File: src/rtl/pmp_access_gate.sv
// pmp_access_gate: serialises core memory requests through a PMP permission
// check. Granted requests are forwarded to memory and the read data is
// returned; denied requests are answered directly with a fault and counted.
// Only one transaction is in flight at a time.
module pmp_access_gate #(
  parameter logic [15:0] FAULT_CNT_MAX = 16'hFFFF
) (
  input  logic        clock,
  input  logic        reset,
  // core request
  input  logic        req_valid,
  output logic        req_ready,
  input  logic [31:0] req_addr,
  input  logic [1:0]  req_oper,
  input  logic [1:0]  req_size,
  input  logic [1:0]  req_priv,
  input  logic [31:0] req_wdata,
  // PMP checker
  output logic [31:0] addr,
  output logic [1:0]  oper,
  output logic [1:0]  size,
  output logic [1:0]  priv_mode,
  input  logic [1:0]  permission,
  // memory
  output logic        mem_valid,
  input  logic        mem_ready,
  output logic [31:0] mem_addr,
  output logic [1:0]  mem_oper,
  output logic [1:0]  mem_size,
  output logic [31:0] mem_wdata,
  input  logic        mem_rsp_valid,
  input  logic [31:0] mem_rdata,
  // core response
  output logic        rsp_valid,
  input  logic        rsp_ready,
  output logic        rsp_fault,
  output logic [3:0]  rsp_cause,
  output logic [31:0] rsp_tval,
  output logic [31:0] rsp_rdata,
  output logic [15:0] fault_count
);

  localparam logic [1:0] OPER_READ  = 2'b00;
  localparam logic [1:0] OPER_WRITE = 2'b01;
  localparam logic [1:0] OPER_EXEC  = 2'b10;
  localparam logic [1:0] OPER_RSVD  = 2'b11;
  localparam logic [1:0] SIZE_RSVD  = 2'b11;
  localparam logic [1:0] PERM_GRANT = 2'b01;

  typedef enum logic [2:0] {
    ST_IDLE     = 3'd0,
    ST_CHECK    = 3'd1,
    ST_FWD      = 3'd2,
    ST_WAIT_MEM = 3'd3,
    ST_RESP     = 3'd4
  } state_t;

  // Access-fault cause code for a denied operation; reserved opers report as loads.
  function automatic logic [3:0] fault_cause(input logic [1:0] op);
    logic [3:0] cause;
    case (op)
      OPER_EXEC:  cause = 4'd1;
      OPER_READ:  cause = 4'd5;
      OPER_WRITE: cause = 4'd7;
      default:    cause = 4'd5;
    endcase
    return cause;
  endfunction

  state_t      state_r;
  logic        req_ready_r;
  logic [31:0] addr_r;
  logic [1:0]  oper_r;
  logic [1:0]  size_r;
  logic [1:0]  priv_r;
  logic [31:0] wdata_r;
  logic        mem_valid_r;
  logic [31:0] mem_addr_r;
  logic [1:0]  mem_oper_r;
  logic [1:0]  mem_size_r;
  logic [31:0] mem_wdata_r;
  logic        rsp_valid_r;
  logic        rsp_fault_r;
  logic [3:0]  rsp_cause_r;
  logic [31:0] rsp_tval_r;
  logic [31:0] rsp_rdata_r;
  logic [15:0] fault_count_r;
  logic        grant_s;

  // Permission alone is not enough: reserved opers and sizes are always denied.
  assign grant_s = (permission == PERM_GRANT) && (oper_r != OPER_RSVD) &&
                   (size_r != SIZE_RSVD);

  // Transaction FSM; every output is a register updated here.
  always_ff @(posedge clock or negedge reset) begin
    if (!reset) begin
      state_r       <= ST_IDLE;
      req_ready_r   <= 1'b0;
      addr_r        <= 32'd0;
      oper_r        <= 2'd0;
      size_r        <= 2'd0;
      priv_r        <= 2'd0;
      wdata_r       <= 32'd0;
      mem_valid_r   <= 1'b0;
      mem_addr_r    <= 32'd0;
      mem_oper_r    <= 2'd0;
      mem_size_r    <= 2'd0;
      mem_wdata_r   <= 32'd0;
      rsp_valid_r   <= 1'b0;
      rsp_fault_r   <= 1'b0;
      rsp_cause_r   <= 4'd0;
      rsp_tval_r    <= 32'd0;
      rsp_rdata_r   <= 32'd0;
      fault_count_r <= 16'd0;
    end else begin
      case (state_r)
        ST_IDLE: begin
          // req_ready comes up one cycle after reset, then stays high while idle
          if (req_ready_r && req_valid) begin
            addr_r      <= req_addr;
            oper_r      <= req_oper;
            size_r      <= req_size;
            priv_r      <= req_priv;
            wdata_r     <= req_wdata;
            req_ready_r <= 1'b0;
            state_r     <= ST_CHECK;
          end else begin
            req_ready_r <= 1'b1;
          end
        end
        ST_CHECK: begin
          if (grant_s) begin
            mem_valid_r <= 1'b1;
            mem_addr_r  <= addr_r;
            mem_oper_r  <= oper_r;
            mem_size_r  <= size_r;
            mem_wdata_r <= wdata_r;
            state_r     <= ST_FWD;
          end else begin
            rsp_valid_r <= 1'b1;
            rsp_fault_r <= 1'b1;
            rsp_cause_r <= fault_cause(oper_r);
            rsp_tval_r  <= addr_r;
            rsp_rdata_r <= 32'd0;
            if (fault_count_r != FAULT_CNT_MAX) begin
              fault_count_r <= fault_count_r + 16'd1;
            end else begin
              fault_count_r <= fault_count_r;
            end
            state_r <= ST_RESP;
          end
        end
        ST_FWD: begin
          if (mem_ready) begin
            mem_valid_r <= 1'b0;
            state_r     <= ST_WAIT_MEM;
          end else begin
            mem_valid_r <= 1'b1;
          end
        end
        ST_WAIT_MEM: begin
          if (mem_rsp_valid) begin
            rsp_valid_r <= 1'b1;
            rsp_fault_r <= 1'b0;
            rsp_cause_r <= 4'd0;
            rsp_tval_r  <= 32'd0;
            rsp_rdata_r <= mem_rdata;
            state_r     <= ST_RESP;
          end else begin
            state_r     <= ST_WAIT_MEM;
          end
        end
        ST_RESP: begin
          if (rsp_ready) begin
            rsp_valid_r <= 1'b0;
            req_ready_r <= 1'b1;
            state_r     <= ST_IDLE;
          end else begin
            rsp_valid_r <= 1'b1;
          end
        end
        default: begin
          req_ready_r <= 1'b0;
          mem_valid_r <= 1'b0;
          rsp_valid_r <= 1'b0;
          state_r     <= ST_IDLE;
        end
      endcase
    end
  end

  assign req_ready   = req_ready_r;
  assign addr        = addr_r;
  assign oper        = oper_r;
  assign size        = size_r;
  assign priv_mode   = priv_r;
  assign mem_valid   = mem_valid_r;
  assign mem_addr    = mem_addr_r;
  assign mem_oper    = mem_oper_r;
  assign mem_size    = mem_size_r;
  assign mem_wdata   = mem_wdata_r;
  assign rsp_valid   = rsp_valid_r;
  assign rsp_fault   = rsp_fault_r;
  assign rsp_cause   = rsp_cause_r;
  assign rsp_tval    = rsp_tval_r;
  assign rsp_rdata   = rsp_rdata_r;
  assign fault_count = fault_count_r;

endmodule

File: config.mk
export PLATFORM = sky130hd
export DESIGN_NAME = pmp_access_gate
export DESIGN_NICKNAME = d
export VERILOG_FILES = /design/src/rtl/pmp_access_gate.sv
export SDC_FILE = /design/constraint.sdc
export NUM_CORES = 1
export LEC_CHECK = 0
export CAP_MARGIN = 30
export CORE_MARGIN = 2
export CORE_UTILIZATION = 33
export CTS_CLUSTER_DIAMETER = 150
export CTS_CLUSTER_SIZE = 20
export DETAILED_ROUTE_END_ITERATION = 10
export REMOVE_ABC_BUFFERS = 1
export SLEW_MARGIN = 20
export SYNTH_ARGS = -nofsm -noshare
export SYNTH_HDL_FRONTEND = slang
export SYNTH_SLANG_ARGS = --single-unit
export TNS_END_PERCENT = 20
File: constraint.sdc
create_clock -name clock -period 1.99 [get_ports clock]
set_input_delay 0.398 -clock clock [delete_from_list [all_inputs] [get_ports clock]]
set_output_delay 0.398 -clock clock [all_outputs]
set_load 0.05 [all_outputs]
# Word-level counts from Yosys, hierarchy flattened
# Index checks and enable logic that the tools add are counted.
# totals
register_bits	229
in_bits	110
output_inout_bits	194
word_cells	83
# op_classes
addsub	1
n_eq_ne	16
muxes	28
n_bitwise	4
reduce_logical	16
# ops
cell	count
32-bit two-way mux	4
32-bit one-hot mux with 2 select lines	2
16-bit by 1-bit adder with 16-bit output (second input constant)	1
16-bit inequality test (second input constant)	1
2-bit inequality test (second input constant)	8
3-bit two-way mux	5
3-bit one-hot mux with 5 select lines	1
3-bit AND reduction	4
1-bit two-way mux	8
4-bit two-way mux	2
4-bit one-hot mux with 2 select lines	1
2-bit AND reduction	4
3-bit by 2-bit == test with 1-bit output (second input constant)	2
1-bit one-hot mux with 3 select lines	2
3-bit one-hot mux with 2 select lines	1
3-bit OR reduction	2
2-bit by 1-bit == test with 1-bit output (second input constant)	2
1-bit inverter	4
1-bit one-hot mux with 4 select lines	1
3-bit by 1-bit == test with 1-bit output (second input constant)	1
3-bit == test (second input constant)	1
1-bit logical AND	3
3-bit logical NOT	1
2-bit == test (second input constant)	1
3 further kinds	3

# Longest topological paths before layout
# depth
depth_word	5
depth_mapped	8
mapped_depth_nobuf	5

# Worst setup path after synthesis
# No wires, ideal clock.
# synth_path
kind	flip-flop to flip-flop
from	register fault_count_r[2] (netlist: fault_count[2])
to	register fault_count_r[5] (netlist: fault_count[5])
setup_time_ps	141
arrival_ps	1878
t_required_ps	1849
path_slack_ps	-29
path_stages_with_launch	7
n_path_buf	1
synth_period_minus_slack_ps	2019
path_cell_list	dfrtp_1 -> and4_1 -> and3_1 -> buf_2 -> a311oi_4 -> nand4_1 -> xnor2_1
# synth_between
elab_chain_cells	2
word_cells_on_any_way	3
classes_between	add/sub (1); eq/ne (1); reduce/logical (1)
# synth_rtl
element	line	text
start, declared	87	logic [15:0] fault_count_r;
start signal, assigned	146	fault_count_r <= fault_count_r + 16'd1;
start signal, assigned	148	fault_count_r <= fault_count_r;
branches (longest 2 deep; another with 16-bit by 1-bit adder with 16-bit output)	--	
# Several ways; the timed one is not identified.
# A chain may end at the register's enable or synchronous reset.

# Final worst setup path
# layout_path
from	register addr_r[23] (netlist: addr[23])
to	output addr[23]
# layout_lines
element	line	text
start, declared	72	logic [31:0] addr_r;
start signal, assigned	120	addr_r <= req_addr;
end, declared	19	output logic [31:0] addr,
# No word-level cell between the ends.

==> flow_summary_export.csv <==
group,metric,value,unit
routing,route.top_layer_used,"met4",
clocking,clk_pin_slew,0.08,ns
cells_and_area,share_of_layout_cells_above_drive_strength_1,27.4,%
clocking,cts.repair_timing.setup_buffer_count,0,
worst_setup_path,worst-path-max-fanout,4,
routing,firstDrtPassIters,4,
placed_design,place_worst_setup_slack,-0.141,ns
global_route,global_route.overflow_total,0,
cells_and_area,total_area_of_multi_input_combinational_cells,0.00286,mm^2
worst_setup_path,start_kind,"flop",
logic_synthesis,post_synth_num_cell_types,41,
hold_path,hold_path_class,"in -> async",
timing,max_freq,0.542,GHz
routing,dr.first_iter.drc_count,355,
global_route,first_global_vias,6245,
worst_setup_path,r2r_cells,6,
clocking,htreeDepth,1,
routing,routed_length_per_instance,17.8,um
timing,worst_pin_slew,0.548,ns
global_route,grt_antenna_before_repair,0,
logic_synthesis,netlist_instances,626,
power,worst_ir_drop_vdd,957,uV
clocking,cts_tree,"yes",
routing,routed_length_on_met3,1.78,mm
worst_setup_path,crit_path_max_incr_delay,0.55,ns
cells_and_area,postLayoutCoreUtil,48.2,%
worst_setup_path,worstPathBufferInverterCount,1,
global_route,grtUsageTotal,16.1,%
logic_synthesis,synth_enable_flop_cells,0,
routing,via_density_per_instance,4.75,
worst_setup_path,crit_arrival,1.45,ns
clocking,clock-root-buffer,"sky130_fd_sc_hd__clkbuf_16",
worst_setup_path,cp_cell_sequence,"dlygate4sd2_1",
worst_setup_path,cp-end-kind,"output port",
die,floorplan.die_area,0.0278,mm^2
timing,total_count_of_max_transition_violations_in_the_final_report,0,
placed_design,io_buffer_count,302,
cells_and_area,fin_cells,1280,
placed_design,dp_hpwl,16.2,mm
logic_synthesis,synth_area,0.00873,mm^2
routing,detailroute.wirelength.met2,10.5,mm
routing,detailroute.via_count,6086,
timing,slew_headroom,63.6,%
placed_design,placed_cells,1263,
worst_setup_path,setup.reg_to_reg.worst_slack,0.17,ns
timing,final_hold_viol_count,0,
logic_synthesis,synth_ff_type,"sky130_fd_sc_hd__dfrtp_1",
timing,finClkSkew,0.0167,ns
logic_synthesis,synthArstFlopShare,100,%
timing,setup-violations-final,0,
die,floorplan.die.height,167,um
timing,final_tns_setup,0,ns
worst_setup_path,timing.setup.critical_path_class,"reg -> out",
worst_setup_path,regToRegStartpoint,"size[0]$_DFFE_PN0P_",
status,status,"finished, final reports clean",
worst_setup_path,worst-endpoint-required,1.59,ns
cells_and_area,n_fill_cell,2441,
power,p_total,22200,uW
routing,wl_met1,10.1,mm
logic_synthesis,synth.avg_cell_area,13.9,um^2
timing,finalCritPeriodShare,92.6,%
logic_synthesis,synth_seq_cells,227,
logic_synthesis,yosysWarnings,0,
worst_setup_path,cpLargestDelayFamily,"buffers and inverters",
die,core_area,0.0260,mm^2
routing,detail_route.wirelength,22.8,mm
global_route,grt_first_pass_wirelength,36.3,mm
timing,finalWorstSetupSlack,0.147,ns
clocking,numCtsBuffers,15,
logic_synthesis,synth.yosys.seq_area_share,65.1,%
cells_and_area,mostFrequentLayoutCells,"sky130_fd_sc_hd__dfrtp_1, sky130_fd_sc_hd__mux2_2, sky130_fd_sc_hd__dlygate4sd2_1",
clocking,clk-insertion-delay-late,0.48,ns
cells_and_area,antenna-diode-count,0,
die,initial_core_utilization,33.6,%
placed_design,globalplace.congestion,0.741,
worst_setup_path,critical_path.reg2reg.endpoint,"rsp_rdata[7]$_DFFE_PN0P_",
timing,post-route-min-period,1.84,ns
cells_and_area,synthToLayoutAreaGrowth,43.3,%
flow_run,cap_violations,0,
worst_setup_path,crit_path_top_delay_cell,"sky130_fd_sc_hd__dlygate4sd2_1",
cells_and_area,area.sequential,0.00568,mm^2
die,pin_count,304,
timing,setup_repair_after_global_routing_missed_its_margin,"no",
routing,antenna_left,0,
cells_and_area,nNetsFinal,1057,
die,rows,59,
cells_and_area,layout.cells.most_common,"sky130_fd_sc_hd__dfrtp_1",
global_route,pin_count_of_the_biggest_net_entering_global_routing,52,
clocking,number_of_buffers_on_the_longest_clock_path,3,
power,total_leakage_power,0.00591,uW
routing,remaining_drc_errors,0,
power,cellPowerDensity,1770,mW/mm^2
die,die_width,167,um
clocking,clock_sinks,227,
report_power, final:
group	switching [uW]	internal, uW	leakage (uW)	total (uW)
logic	7730	3920	0.00288	11700
registers	1150	6470	0.00284	7620
clock network	1550	1370	0.000192	2910
how the worst max path moves through the flow:
stage | startpoint | endpoint | slack, ns | cells after the start
after floorplan | req_ready$_DFFE_PN0P_ | addr[0]$_DFFE_PN0P_ | -1.23 | 3
after global placement | permission[1] | rsp_rdata[31]$_DFFE_PN0P_ | -0.13 | 8
after detailed placement | permission[1] | rsp_rdata[18]$_DFFE_PN0P_ | -0.14 | 7
after CTS | addr[23]$_DFFE_PN0P_ | addr[23] | 0.11 | 1
after global routing | state_r[1]$_DFFE_PN0P_ | fault_count[14]$_DFFE_PN0P_ | 0.04 | 6
final | addr[23]$_DFFE_PN0P_ | addr[23] | 0.15 | 1
layer usage:
layer	global-route usage (%)	up-vias
met5	0	-
met4	3.60	0
met3	4.73	26
met2	25.9	201
met1	21.8	3048
li1	-	2811
cells in the mapped netlist (2+ instances only):
library cell / count / area, um^2
sky130_fd_sc_hd__nor3_1: 4 / 20.0
sky130_fd_sc_hd__nand2b_1: 4 / 25.0
sky130_fd_sc_hd__buf_4: 4 / 30.0
sky130_fd_sc_hd__xor2_1: 4 / 35.0
sky130_fd_sc_hd__nor2_1: 6 / 22.5
sky130_fd_sc_hd__nand2_1: 81 / 304
sky130_fd_sc_hd__xnor2_1: 10 / 87.6
sky130_fd_sc_hd__o21ai_1: 10 / 50.1
sky130_fd_sc_hd__nor2b_1: 3 / 18.8
sky130_fd_sc_hd__nand3_1: 7 / 35.0
sky130_fd_sc_hd__a22o_1: 32 / 280
sky130_fd_sc_hd__o21ai_0: 26 / 130
sky130_fd_sc_hd__and2_1: 3 / 18.8
sky130_fd_sc_hd__nand3b_1: 2 / 15.0
sky130_fd_sc_hd__and3_1: 3 / 18.8
sky130_fd_sc_hd__o22ai_1: 2 / 12.5
sky130_fd_sc_hd__inv_1: 2 / 7.51
sky130_fd_sc_hd__clkbuf_1: 5 / 18.8
sky130_fd_sc_hd__buf_2: 27 / 135
sky130_fd_sc_hd__dfrtp_1: 227 / 5680
sky130_fd_sc_hd__mux2_2: 137 / 1540
sky130_fd_sc_hd__a21oi_1: 5 / 25.0
sky130_fd_sc_hd__nand4_1: 4 / 25.0
what timing repair did:
action	CTS	global route
resized for setup	136	0
setup endpoints to repair	136	0
endpoints found under the hold margin	37	0
hold buffers	1	0
kinds of logic (layout without fill, tap and decap cells):
logic type	after synthesis	count (layout)	share of synthesized area, %
flops	227	227	65.1
fa+ha+maj	1	1	0.143
simple gates	123	123	6.43
other cells	1	1	0.0429
xor+xnor	14	14	1.40
buf+inv	40	359	2.38
mux	137	137	17.7
compound gates	83	83	6.88
stage by stage:
stage               area (um^2)  hold slack (ns)
floorplan                  8530            0.102
global placement          12300            0.327
detailed placement        12300            0.328
CTS                       12500            0.407
global route              12500            0.437
finish                    12500            0.415
state kept, by name, summed over array words and instances, names as in the netlist, 2 cells and up:
name         cells
addr            32
mem_addr        32
mem_wdata       32
rsp_rdata       32
rsp_tval        32
wdata_r         32
fault_count     16
rsp_cause        3
state_r          3
mem_oper         2
mem_size         2
oper             2
priv_mode        2
size             2
area by class of cell:
type | instances | area share (%)
clock buffer | 15 | 3.00
clock inverter | 1 | 0.130
inverter | 2 | 0.0600
multi-input combinational | 359 | 22.8
sequential | 227 | 45.4
tap | 335 | 3.35
timing repair buffer | 341 | 25.2
Power figures use the tool's default switching activity.
